[config.mk]
export PLATFORM = sky130hd
export DESIGN_NAME = barrel_shifter
export DESIGN_NICKNAME = d
export VERILOG_FILES = /design/src/rtl/barrel_shifter.sv
export SDC_FILE = /design/constraint.sdc
export NUM_CORES = 1
export LEC_CHECK = 0
export CELL_PAD_IN_SITES_DETAIL_PLACEMENT = 1
export CELL_PAD_IN_SITES_GLOBAL_PLACEMENT = 2
export CORE_MARGIN = 4
export CORE_UTILIZATION = 35
export DETAILED_ROUTE_END_ITERATION = 8
export DONT_BUFFER_PORTS = 1
export PLACE_DENSITY_LB_ADDON = 0.2
export SLEW_MARGIN = 20
export SYNTH_ARGS = -nofsm -noshare
export SYNTH_HDL_FRONTEND = slang
export SYNTH_SLANG_ARGS = --single-unit
[constraint.sdc]
create_clock -name clk -period 0.88 [get_ports clk]
set_input_delay 0.132 -clock clk [delete_from_list [all_inputs] [get_ports clk]]
set_output_delay 0.132 -clock clk [all_outputs]
set_load 0.005 [all_outputs]
[src/rtl/barrel_shifter.sv]
// Registered barrel shifter: rotate/shift operand i by s through log2(WIDTH)
// mux stages, result captured into y one clock later.
module barrel_shifter #(
    parameter int WIDTH = 8,
    parameter int SW    = $clog2(WIDTH)
) (
    input  logic             clk,
    input  logic             rst_n,
    input  logic             en,
    input  logic [1:0]       op,
    input  logic [SW-1:0]    s,
    input  logic [WIDTH-1:0] i,
    output logic [WIDTH-1:0] y,
    output logic             y_valid
);

    localparam logic [1:0] OP_ROL = 2'b00;
    localparam logic [1:0] OP_ROR = 2'b01;
    localparam logic [1:0] OP_SLL = 2'b10;
    localparam logic [1:0] OP_SRA = 2'b11;

    // Handshake: en is a one-cycle request with no back-pressure; y_valid
    // pulses high on the cycle after each edge that captured with en=1.
    logic [WIDTH-1:0] w_x;
    logic [WIDTH-1:0] r_y;
    logic             r_valid;

    // Stage k moves the running value by 2^k when s[k] is set.
    always_comb begin
        w_x = i;
        for (int k = 0; k < SW; k++) begin
            if (s[k]) begin
                case (op)
                    OP_ROL:  w_x = (w_x << (1 << k)) | (w_x >> (WIDTH - (1 << k)));
                    OP_ROR:  w_x = (w_x >> (1 << k)) | (w_x << (WIDTH - (1 << k)));
                    OP_SLL:  w_x = w_x << (1 << k);
                    OP_SRA:  w_x = $signed(w_x) >>> (1 << k);
                    default: w_x = w_x;
                endcase
            end
        end
    end

    always_ff @(posedge clk or negedge rst_n) begin
        if (!rst_n) begin
            r_y     <= '0;
            r_valid <= 1'b0;
        end else begin
            r_valid <= en;
            if (en) begin
                r_y <= w_x;
            end
        end
    end

    assign y       = r_y;
    assign y_valid = r_valid;

endmodule

==> flow_summary.toml, run 1 <==
[clocking]
clk-insertion-delay-late_ns = 0.26
post-cts-setup-buffers = 0
tritoncts_num_sinks = 9
clockRootBuffer = "clkbuf_4"
cts_tree = "yes"
maximum_buffer_depth_of_the_clock_tree = 2
cts.htree.levels = 1
clkTransAtPathRegs_ns = 0.06
cts-buffers-inserted = 3

[yosys]
syn_nets = 159
synth_cells = 143
synth_top_cell_by_area = "dfrtp_1"
syn_area_per_cell_um2 = 7.525
async_reset_ff_share_pct = 100.0
synth_area_um2 = 1076
synth_top_cells_by_area = "dfrtp_1 (21%), mux2i_1 (8.4%), a21oi_1 (7.0%), nor2_1 (6.3%), nand2_1 (4.9%)"
post_synth_edffs = 0
synth.yosys.seq_area_share_pct = 20.93
yosys_reg_bits = 9
synth_top_cell_area_share_pct = 20.93
ys_dominant_reg_cell = "dfrtp_1"
synth.lib_cells_used.distinct = 41
synthesis.yosys.warnings = 0

[die]
die_h_um = 63.45
area_of_the_die_um2 = 4025
initial_core_util_pct = 37.72
placeableCoreArea_um2 = 2853
design.portCount = 25
fp.dieW_um = 63.45
num_rows = 19

[finish]
fin_area_um2 = 1225
final_common_cell = "nor2_1"
finish.net_count = 163
diodes = 0
utilization_pct = 42.94
area_delta_synth_final_pct = 13.84
most-common-layout-cells = "nor2_1 (17), nand2_1 (14), a21oi_1 (12)"
finalNonFillerCells = 177
fraction_of_final_layout_cells_with_drive_strength_greater_than_1_pct = 22.60

[timing]
worst_slew_margin_rel_pct = 64.55
final_max_slew_viol_count = 0
layout_min_cycle_time_ns = 0.8982
report.final.hold_viol_count = 0
unrepaired_setup_endpoints_after_global_routing = "true"
post-route-period-util_pct = 102.1
max_clock_freq_mhz = 1113
finalClockSkew_ns = 0
whs_ns = 0.03751
tns_setup_ns = -0.01819
setup_violations = 1
worst_pin_slew_ns = 0.5298
post-route-worst-setup-slack_ns = -0.01819

[setup_path]
path_cells = "and2b_1, a2111oi_4, nor4b_2, nor2_1, o221ai_1"
timing.critical_path.to_type = "flip-flop"
worst_setup_path_start_kind = "primary input"
critPathSlowestCell = "a2111oi_4"
highest_net_fanout_along_the_worst_path = 39
criticalPathCategory = "in -> reg"
critPathArrivalTime_ns = 1.03
delay_of_the_slowest_cell_on_the_worst_path_ns = 0.28
cp_data_required_time_ns = 1.01

[run_status]
outcome = "finished, violations left"
failed_checks = "negative setup slack"

[hold_path]
timing.hold.worst.class = "in -> reg"

[drt]
met2RoutedLength_mm = 1.698
drc_errors = 0
drt_first_pass_iters = 4
detail_route.wirelength_mm = 3.519
route.antenna.remaining_nets = 0
routed_length_on_met1_mm = 1.611
topmost_layer_with_routed_signal_wires = "met4"
wl_met3_um = 117
detail_route.iter0.violations = 43
num_vias = 1135
wl_per_cell_um = 19.88
vias_per_cell = 6.412

[job]
timing.max_cap.violations = 0

[grt]
first_global_vias = 1163
globalRoute.totalOverflow = 0
antenna_violations_before_repair = 0
maximum_number_of_pins_on_one_net_before_global_route_repair = 40
grt_first_pass_wirelength_mm = 5.871
globalRouteTotalUtil_pct = 18.12

[placement]
place_inst = 171
routabilityCongestion = 0.7976
port-buffer-count = 0
post_dp_cell_area_um2 = 1130
worst_slack_after_detailed_placement_ns = -0.3653
dp_hpwl_mm = 2.641

[pwr]
power_after_layout_mw = 1.267
static-leakage-power_nw = 0.4850
vdd_ir_drop_max_mv = 0.6574
power.density_nw_per_um2 = 1034
==> flip-flops by register name (all words and copies together), names as in the netlist <==
| register | cells |
|---|---|
| y | 8 |
| y_valid | 1 |
==> worst paths after layout <==
check                           startpoint    to  slack (ns)  depth (start not counted)
worst max-delay path                  s[0]  y[2]       -0.02                          5
worst min register to register        y[0]  y[0]        0.52                          2
max in group asynchronous            rst_n  y[1]        0.34                          1
worst min-delay path                    en  y[3]        0.04                          1
worst max register to register        y[1]  y[1]        0.13                          2
min in group asynchronous            rst_n  y[0]        0.24                          1
==> synth_stat cells, types with 3 or more instances <==
library cell	instances
inv_1	6
nand3_1	4
nor2b_1	4
mux2_2	3
a21oi_1	15
dfrtp_1	9
nand2b_1	4
mux2i_1	9
a31oi_1	3
buf_2	4
a311oi_1	4
a211oi_1	6
buf_6	3
nand2_1	14
o22ai_1	3
nor2_1	18
o221ai_1	3
nor3_1	3
==> worst max-delay path: cells and delay by family <==
family	cells	cell delay, ns
AO/OA/AOI/OAI	2	0.41
AND/OR/NAND/NOR	3	0.48
==> final cells by class <==
| cell class | instances | area [µm²] |
|---|---|---|
| clock buffer | 4 | 26.28 |
| sequential | 9 | 225.2 |
| fill | 349 | 1628 |
| inverter | 6 | 22.52 |
| multi-input combinational | 116 | 824.5 |
| tap | 31 | 38.79 |
| timing repair buffer | 11 | 87.58 |
==> power breakdown <==
part	internal (mW)	switching (mW)	leakage [nW]	total [mW]
Combinational	0.226	0.210	0.364	0.436
Clock	0.175	0.143	0.0150	0.318
Sequential	0.469	0.0438	0.106	0.513
==> cells by family after synthesis <==
kind of cell / share of synthesized area (%)
buf+inv: 10.58
mux: 11.51
flops: 20.93
compound gates: 33.95
simple gates: 23.02
==> per-layer routing <==
layer	track usage, %	vias to the layer above
li1	-	541
met1	24.86	559
met2	28.16	27
met3	3.375	8
met4	6.469	0
met5	0	-
==> what timing repair did <==
item	in CTS	in global routing
hold buffers	2	0
endpoints found under the setup margin	4	4
pin swaps	4	2
cloned	0	0
gates resized for setup	6	2
hold endpoints to repair	10	0
No activity file was read; power rests on OpenSTA's default activity.
==> inputs of run 2 (changes only) <==
- GPL_ROUTABILITY_DRIVEN: default -> 0
==> results of run 2 <==
Same layout as run 1: the final DEF is identical, and so are final timing and power.
==> RTL change 1: new RTL, settings of run 2 <==
Register the inputs `en`, `op`, `s` and `i` before use, without a reset. The logic sees them one clock later. Comments in the files are not updated.
--- a/src/rtl/barrel_shifter.sv
+++ b/src/rtl/barrel_shifter.sv
@@ -19,6 +19,18 @@
     localparam logic [1:0] OP_SLL = 2'b10;
     localparam logic [1:0] OP_SRA = 2'b11;
 
+    logic en_q;
+    logic [1:0] op_q;
+    logic [SW-1:0] s_q;
+    logic [WIDTH-1:0] i_q;
+
+    always_ff @(posedge clk) begin
+        en_q <= en;
+        op_q <= op;
+        s_q  <= s;
+        i_q  <= i;
+    end
+
     // Handshake: en is a one-cycle request with no back-pressure; y_valid
     // pulses high on the cycle after each edge that captured with en=1.
     logic [WIDTH-1:0] w_x;
@@ -27,10 +39,10 @@
 
     // Stage k moves the running value by 2^k when s[k] is set.
     always_comb begin
-        w_x = i;
+        w_x = i_q;
         for (int k = 0; k < SW; k++) begin
-            if (s[k]) begin
-                case (op)
+            if (s_q[k]) begin
+                case (op_q)
                     OP_ROL:  w_x = (w_x << (1 << k)) | (w_x >> (WIDTH - (1 << k)));
                     OP_ROR:  w_x = (w_x >> (1 << k)) | (w_x << (WIDTH - (1 << k)));
                     OP_SLL:  w_x = w_x << (1 << k);
@@ -46,8 +58,8 @@
             r_y     <= '0;
             r_valid <= 1'b0;
         end else begin
-            r_valid <= en;
-            if (en) begin
+            r_valid <= en_q;
+            if (en_q) begin
                 r_y <= w_x;
             end
         end
Formal check against the unedited RTL: not equivalent (Yosys sat finds a counterexample within 4 cycles, from zero or initial values and one cycle with rst_n low).
==> RTL change 1 against run 2 <==
Setup slack worse by 0.76 ns. Wire length is 60% higher. Critical path type is now flop to flop. The flow still finishes with violations (negative setup slack). Sequential cell count is 14 higher. Area after synthesis rose by 20%. Design area rose by 83%. Maximum frequency fell by 46%. Global-route usage is 4.5 points higher.
Power is not compared: it rests on default switching activity, and its combinational part moved more than twofold at a synthesized area within 25%.
==> RTL change 1: results (changes against run 2) <==
| Metric | Value |
|---|---|
| GRT Util Overall | 0.226 (was 0.181) |
| Mapped Area | 1290 um^2 (was 1080 um^2) |
| Drt first pass iters | 4 (unchanged) |
| Root Driver | clkbuf_8 (was clkbuf_4) |
| Pre-CTS setup slack | -0.796 ns (was -0.365 ns) |
| Min-delay worst type | input pin to async pin (was input pin to flop) |
| Clock Path Buffers | 2 (unchanged) |
| Top cells by count, synth | 14 x dfxtp_1, 11 x nor2_1, 9 x a21oi_1, 9 x dfrtp_1, 7 x nand2_1 (was 18 x nor2_1, 15 x a21oi_1, 14 x nand2_1, 9 x dfrtp_1, 9 x mux2i_1) |
| CP Max Fanout | 6 (was 39) |
| First-pass GRT wire length | 7800 um (was 5870 um) |
| Relative slew margins | 0.711 (was 0.646) |
| Mux share of post-synthesis cell area | 0.0827 (was 0.115) |
| Dpl hpwl | 3060 um (was 2640 um) |
| H-tree levels | 1 (unchanged) |
| Clock-pin slew on the worst setup and hold paths | 0.09 ns (was 0.06 ns) |
| Slowest Stage Delay on Critical Path | 0.59 ns (was 0.28 ns) |
| Sequential area share after synthesis | 0.393 (was 0.209) |
| Top Family by Delay on Critical Path | compound AO/OA/AOI/OAI gates (was simple AND/OR/NAND/NOR gates) |
| Initial antenna violation count | 0 (unchanged) |
| Syn nets | 158 (was 159) |
| Setup TNS | -5.12 ns (was -0.0182 ns) |
| Area post-placement | 1610 um^2 (was 1130 um^2) |
| Unique cell type count in the Yosys netlist | 43 (was 41) |
| Largest net degree at the start of global routing | 16 (was 40) |
| Yosys Warn Count | 0 (unchanged) |
| Iter 0 DRT Violations | 108 (was 43) |
| Average wire per standard cell | 22.6 um (was 19.9 um) |
| Via density | 5.68 (was 6.41) |
| Post-synthesis adder-cell area fraction | 0 (unchanged) |
| PortBufs | 0 (unchanged) |
| Vias in the first global route | 1526 (was 1163) |
| # nets final | 220 (was 163) |
| Violated checks | negative setup slack (unchanged) |
| WP data arrival | 1.83 ns (was 1.03 ns) |
| Final setup vio count | 9 (was 1) |
| Clock latency on the worst-skew pair | between 0.2 and 0.3 ns |
| Asr flop ratio synth | 0.391 (was 1.00) |
| Status | finished with violations (unchanged) |
| Xor/xnor cell area share of the yosys netlist | 0 (unchanged) |
| # diodes | 0 (unchanged) |
| Pleak | 0.925 nW |
| Layout cells sized above 1 | 0.542 (was 0.226) |
| Peak VDD IR | between 1000 and 1500 uV |
| Post-synth top flop | dfxtp_1 (was dfrtp_1) |
| Slowest stage cell on the critical path | dfxtp_1 (was a2111oi_4) |
| Synth Area in Compound Gates | 0.267 (was 0.340) |
| Top post-synthesis cells by area | dfxtp_1 22%, dfrtp_1 18%, mux2i_1 3.9% (was dfrtp_1 21%, mux2i_1 8.4%, a21oi_1 7.0%) |
| CTS Buf Count | 3 (unchanged) |
| Clock skew | 0.00593 ns (was 0 ns) |
| Worst hold margin | 0.222 ns (was 0.0375 ns) |
| Final WS setup | -0.779 ns (was -0.0182 ns) |
[RTL change 1: cell types whose count changed after synthesis, sizes merged, moves of 4 or more]
cell   before  now
a21oi      16    9
nor2       18   11
dfxtp       0   14
nand2      14    8
buf        10    6
mux2i       9    5
[RTL change 1: metal layers]
| layer | share of wire | track usage |
|---|---|---|
| met1 | 0.41 | 0.277 |
| met2 | 0.51 | 0.405 |
| met3 | 0.042 | 0.0373 |
| met4 | 0.032 | 0.0596 |
| met5 | 0 | 0 |
[RTL change 1: path summary, 6_finish.rpt]
kind / cells past startpoint / endpoint / from
worst max-delay path: 5 / y[6] / i_q[0]
worst min-delay path: 1 / y[7] / rst_n
worst max register to register: 5 / y[6] / i_q[0]
worst min register to register: 1 / y_valid / en_q
max in group asynchronous: 1 / y[5] / rst_n
min in group clk: 1 / s_q[1] / s[1]
[RTL change 1: repair_timing]
item | CTS | global route
pin swaps | 13 | 14
endpoints found under the setup margin | 9 | 9
buffers inserted | 7 | 5
gates resized for setup | 38 | 36
hold buffers | 15 | 0
hold endpoints to repair | 23 | 0
[RTL change 1: power by group]
group          switching (mW)  internal (mW)
clock network           0.373          0.321
logic                   0.444          0.482
registers               0.105           1.14
[RTL change 1: logic make-up (layout without fill, tap and decap cells)]
group,count (synthesis),count (layout)
AND/OR/NAND/NOR,46,46
buffers and inverters,17,78
multiplexers,10,10
flip-flops,23,23
AO/OA/AOI/OAI,46,46
[RTL change 1: area by class of cell]
type                    count  area (um^2)
clock inverters             1         7.51
inverters                   7         26.3
well taps                  46         57.6
fillers                   363         1200
repair buffers             67          607
flip-flops and latches     23          518
multi-input cells         102          980
clock buffers               3         41.3
[RTL change 1: metrics by stage]
step                total power, mW  std cells
floorplan                      1.57        142
finish                         2.86        249
global placement               1.79        219
detailed placement             1.80        219
global route                   3.01        249
CTS                            2.70        245
==> RTL change 2: new RTL, config.mk and constraints of run 2 <==
Made on the original files. Change the parameter `WIDTH` from 8 to 32.
--- a/src/rtl/barrel_shifter.sv
+++ b/src/rtl/barrel_shifter.sv
@@ -1,7 +1,7 @@
 // Registered barrel shifter: rotate/shift operand i by s through log2(WIDTH)
 // mux stages, result captured into y one clock later.
 module barrel_shifter #(
-    parameter int WIDTH = 8,
+    parameter int WIDTH = 32,
     parameter int SW    = $clog2(WIDTH)
 ) (
     input  logic             clk,
Interface: changed (resized i, s and y); port bits go from 25 to 75. The function was not compared with the original's and may differ.
==> RTL change 2 against run 2 <==
The flow finishes with violations (negative hold slack, negative setup slack). Area after synthesis rose to 5.2 times the old value. Clock skew unchanged. Sequential cell count up 24. Design area rose to 7.5 times the old value. Wire length rose to 9.7 times the old value. Setup slack worse by 0.80 ns. Total power rose to 7.3 times the old value. Non-clock buffer count up 210. Clock power rose to 5.4 times the old value. Largest power group is now combinational logic.
==> RTL change 2: results (changes against run 2) <==
| Metric | Value |
|---|---|
| Dpl hpwl | 21500 um (was 2640 um) |
| Layout cells sized above 1 | 0.529 (was 0.226) |
| P_clk | 1.72 mW (was 318 uW) |
| P&R area growth vs syn | 64.1% (was 13.8%) |
| Clock power frac | 0.185 (was 0.251) |
| Pre-CTS setup slack | -1.14 ns (was -0.365 ns) |
| Peak VDD IR | 800 uV (was 657 uV) |
| Routed WL | 34100 um (was 3520 um) |
| Dpl cells | 1071 (was 171) |
| Clock latency on the worst-skew pair | 0.28 ns (was 0.26 ns) |
| Yosys Warn Count | 0 (unchanged) |
| Area post-placement | 7080 um^2 (was 1130 um^2) |
| Drt first pass iters | 8 (was 4) |
| CTS Buf Count | 5 (was 3) |
| Worst hold margin | -0.463 ns (was 0.0375 ns) |
| DR vias | 7933 (was 1135) |
| Slowest stage cell on the critical path | o32ai_4 (was a2111oi_4) |
| Top cells by count, synth | 94 x nor2_1, 90 x mux2i_1, 49 x nand2_1, 47 x o21ai_0, 47 x o22ai_1 (was 18 x nor2_1, 15 x a21oi_1, 14 x nand2_1, 9 x dfrtp_1, 9 x mux2i_1) |
| Largest register FFs | 32 (was 8) |
| Top Family by Delay on Critical Path | compound AO/OA/AOI/OAI gates (was simple AND/OR/NAND/NOR gates) |
| Iter 0 DRT Violations | 1008 (was 43) |
| Root Driver | clkbuf_16 (was clkbuf_4) |
| Top post-synthesis cells by area | mux2i_1 16%, dfrtp_1 15%, nor2_1 6.3% (was dfrtp_1 21%, mux2i_1 8.4%, a21oi_1 7.0%) |
| Average wire per standard cell | 30.6 um (was 19.9 um) |
| Pleak | 3.50 nW (was 0.485 nW) |
| Status | finished with violations (unchanged) |
| Slowest Stage Delay on Critical Path | 0.45 ns (was 0.28 ns) |
| Sequential area share after synthesis | 0.148 (was 0.209) |
| Violated checks | negative hold slack, negative setup slack (was negative setup slack) |
| CP Max Fanout | 141 (was 39) |
| Final setup vio count | 47 (was 1) |
| GRT Util Overall | 0.347 (was 0.181) |
| Worst Tran Pin Value | 0.513 ns (was 0.530 ns) |
| Filler cell count | 1745 (was 349) |
| Mapped Cells | 750 (was 143) |
| Vias in the first global route | 8011 (was 1163) |
| # diodes | 0 (unchanged) |
| R2R cell count | 3 (was 2) |
| P_sw | 3.76 mW (was 398 uW) |
| Unique cell type count in the Yosys netlist | 77 (was 41) |
| First-pass GRT wire length | 49000 um (was 5870 um) |
| Final hold vios | 33 (was 0) |
| H-tree levels | 2 (was 1) |
| Final WS setup | -0.821 ns (was -0.0182 ns) |
| Setup TNS | -22.12 ns (was -0.0182 ns) |
| Clock-pin slew on the worst setup and hold paths | 0.06 ns (about the same) |
| # nets final | 945 (was 163) |
| Min-delay worst type | input pin to async pin (was input pin to flop) |
| Largest net degree at the start of global routing | 142 (was 40) |
==> RTL change 2: changes by cell type after synthesis, moves of 9 or more <==
cell	before	now
o221ai_1	3	20
o22ai_1	3	47
a21oi_1	15	36
nor2_1	18	94
o21ai_0	1	47
buf_2	4	18
o32ai_1	0	9
clkbuf_1	2	34
nor3_1	3	44
dfrtp_1	9	33
nand2_1	14	49
buf_6	3	13
a211oi_1	6	33
mux2i_1	9	90
==> RTL change 2: final cells by class <==
class	count	area share
inverters	12	0.00532
well taps	211	0.0288
multi-input cells	630	0.653
repair buffers	221	0.208
clock inverters	2	0.00109
flip-flops and latches	33	0.0901
clock buffers	6	0.0141
==> RTL change 2: final timing paths <==
check / start / to / slack, ns
setup / recovery: s[0] / y[8] / -0.82
hold / removal: rst_n / y[14] / -0.46
setup reg to reg: y[28] / y[28] / -0.07
hold reg to reg: y[3] / y[3] / 0.51
max in group asynchronous: rst_n / y[4] / 1.26
min in group clk: en / y[29] / 0.02
==> RTL change 2: what timing repair did <==
item / in CTS / in global routing
buffers inserted: 19 / 20
gates resized for setup: 256 / 64
hold endpoints to repair: 36 / 34
gates cloned: 1 / 0
pin swaps: 89 / 54
setup endpoints to repair: 47 / 47
hold buffers: 1 / 1
==> RTL change 2: kinds of logic (layout without fill, tap and decap cells) <==
logic type,Yosys count,after routing,synth area share
AOI/OAI and AO/OA,300,300,0.389
muxes,98,98,0.185
DFF,33,33,0.148
buffers and inverters,87,241,0.0914
and+or+nand+nor,232,232,0.187
==> RTL change 2: layer usage <==
metal	vias to the layer above	GRT usage	wire length, um
met4	0	0.169	2550
li1	3241	-	-
met3	198	0.0679	2650
met1	3974	0.435	12900
met2	520	0.573	16000
met5	-	0	0
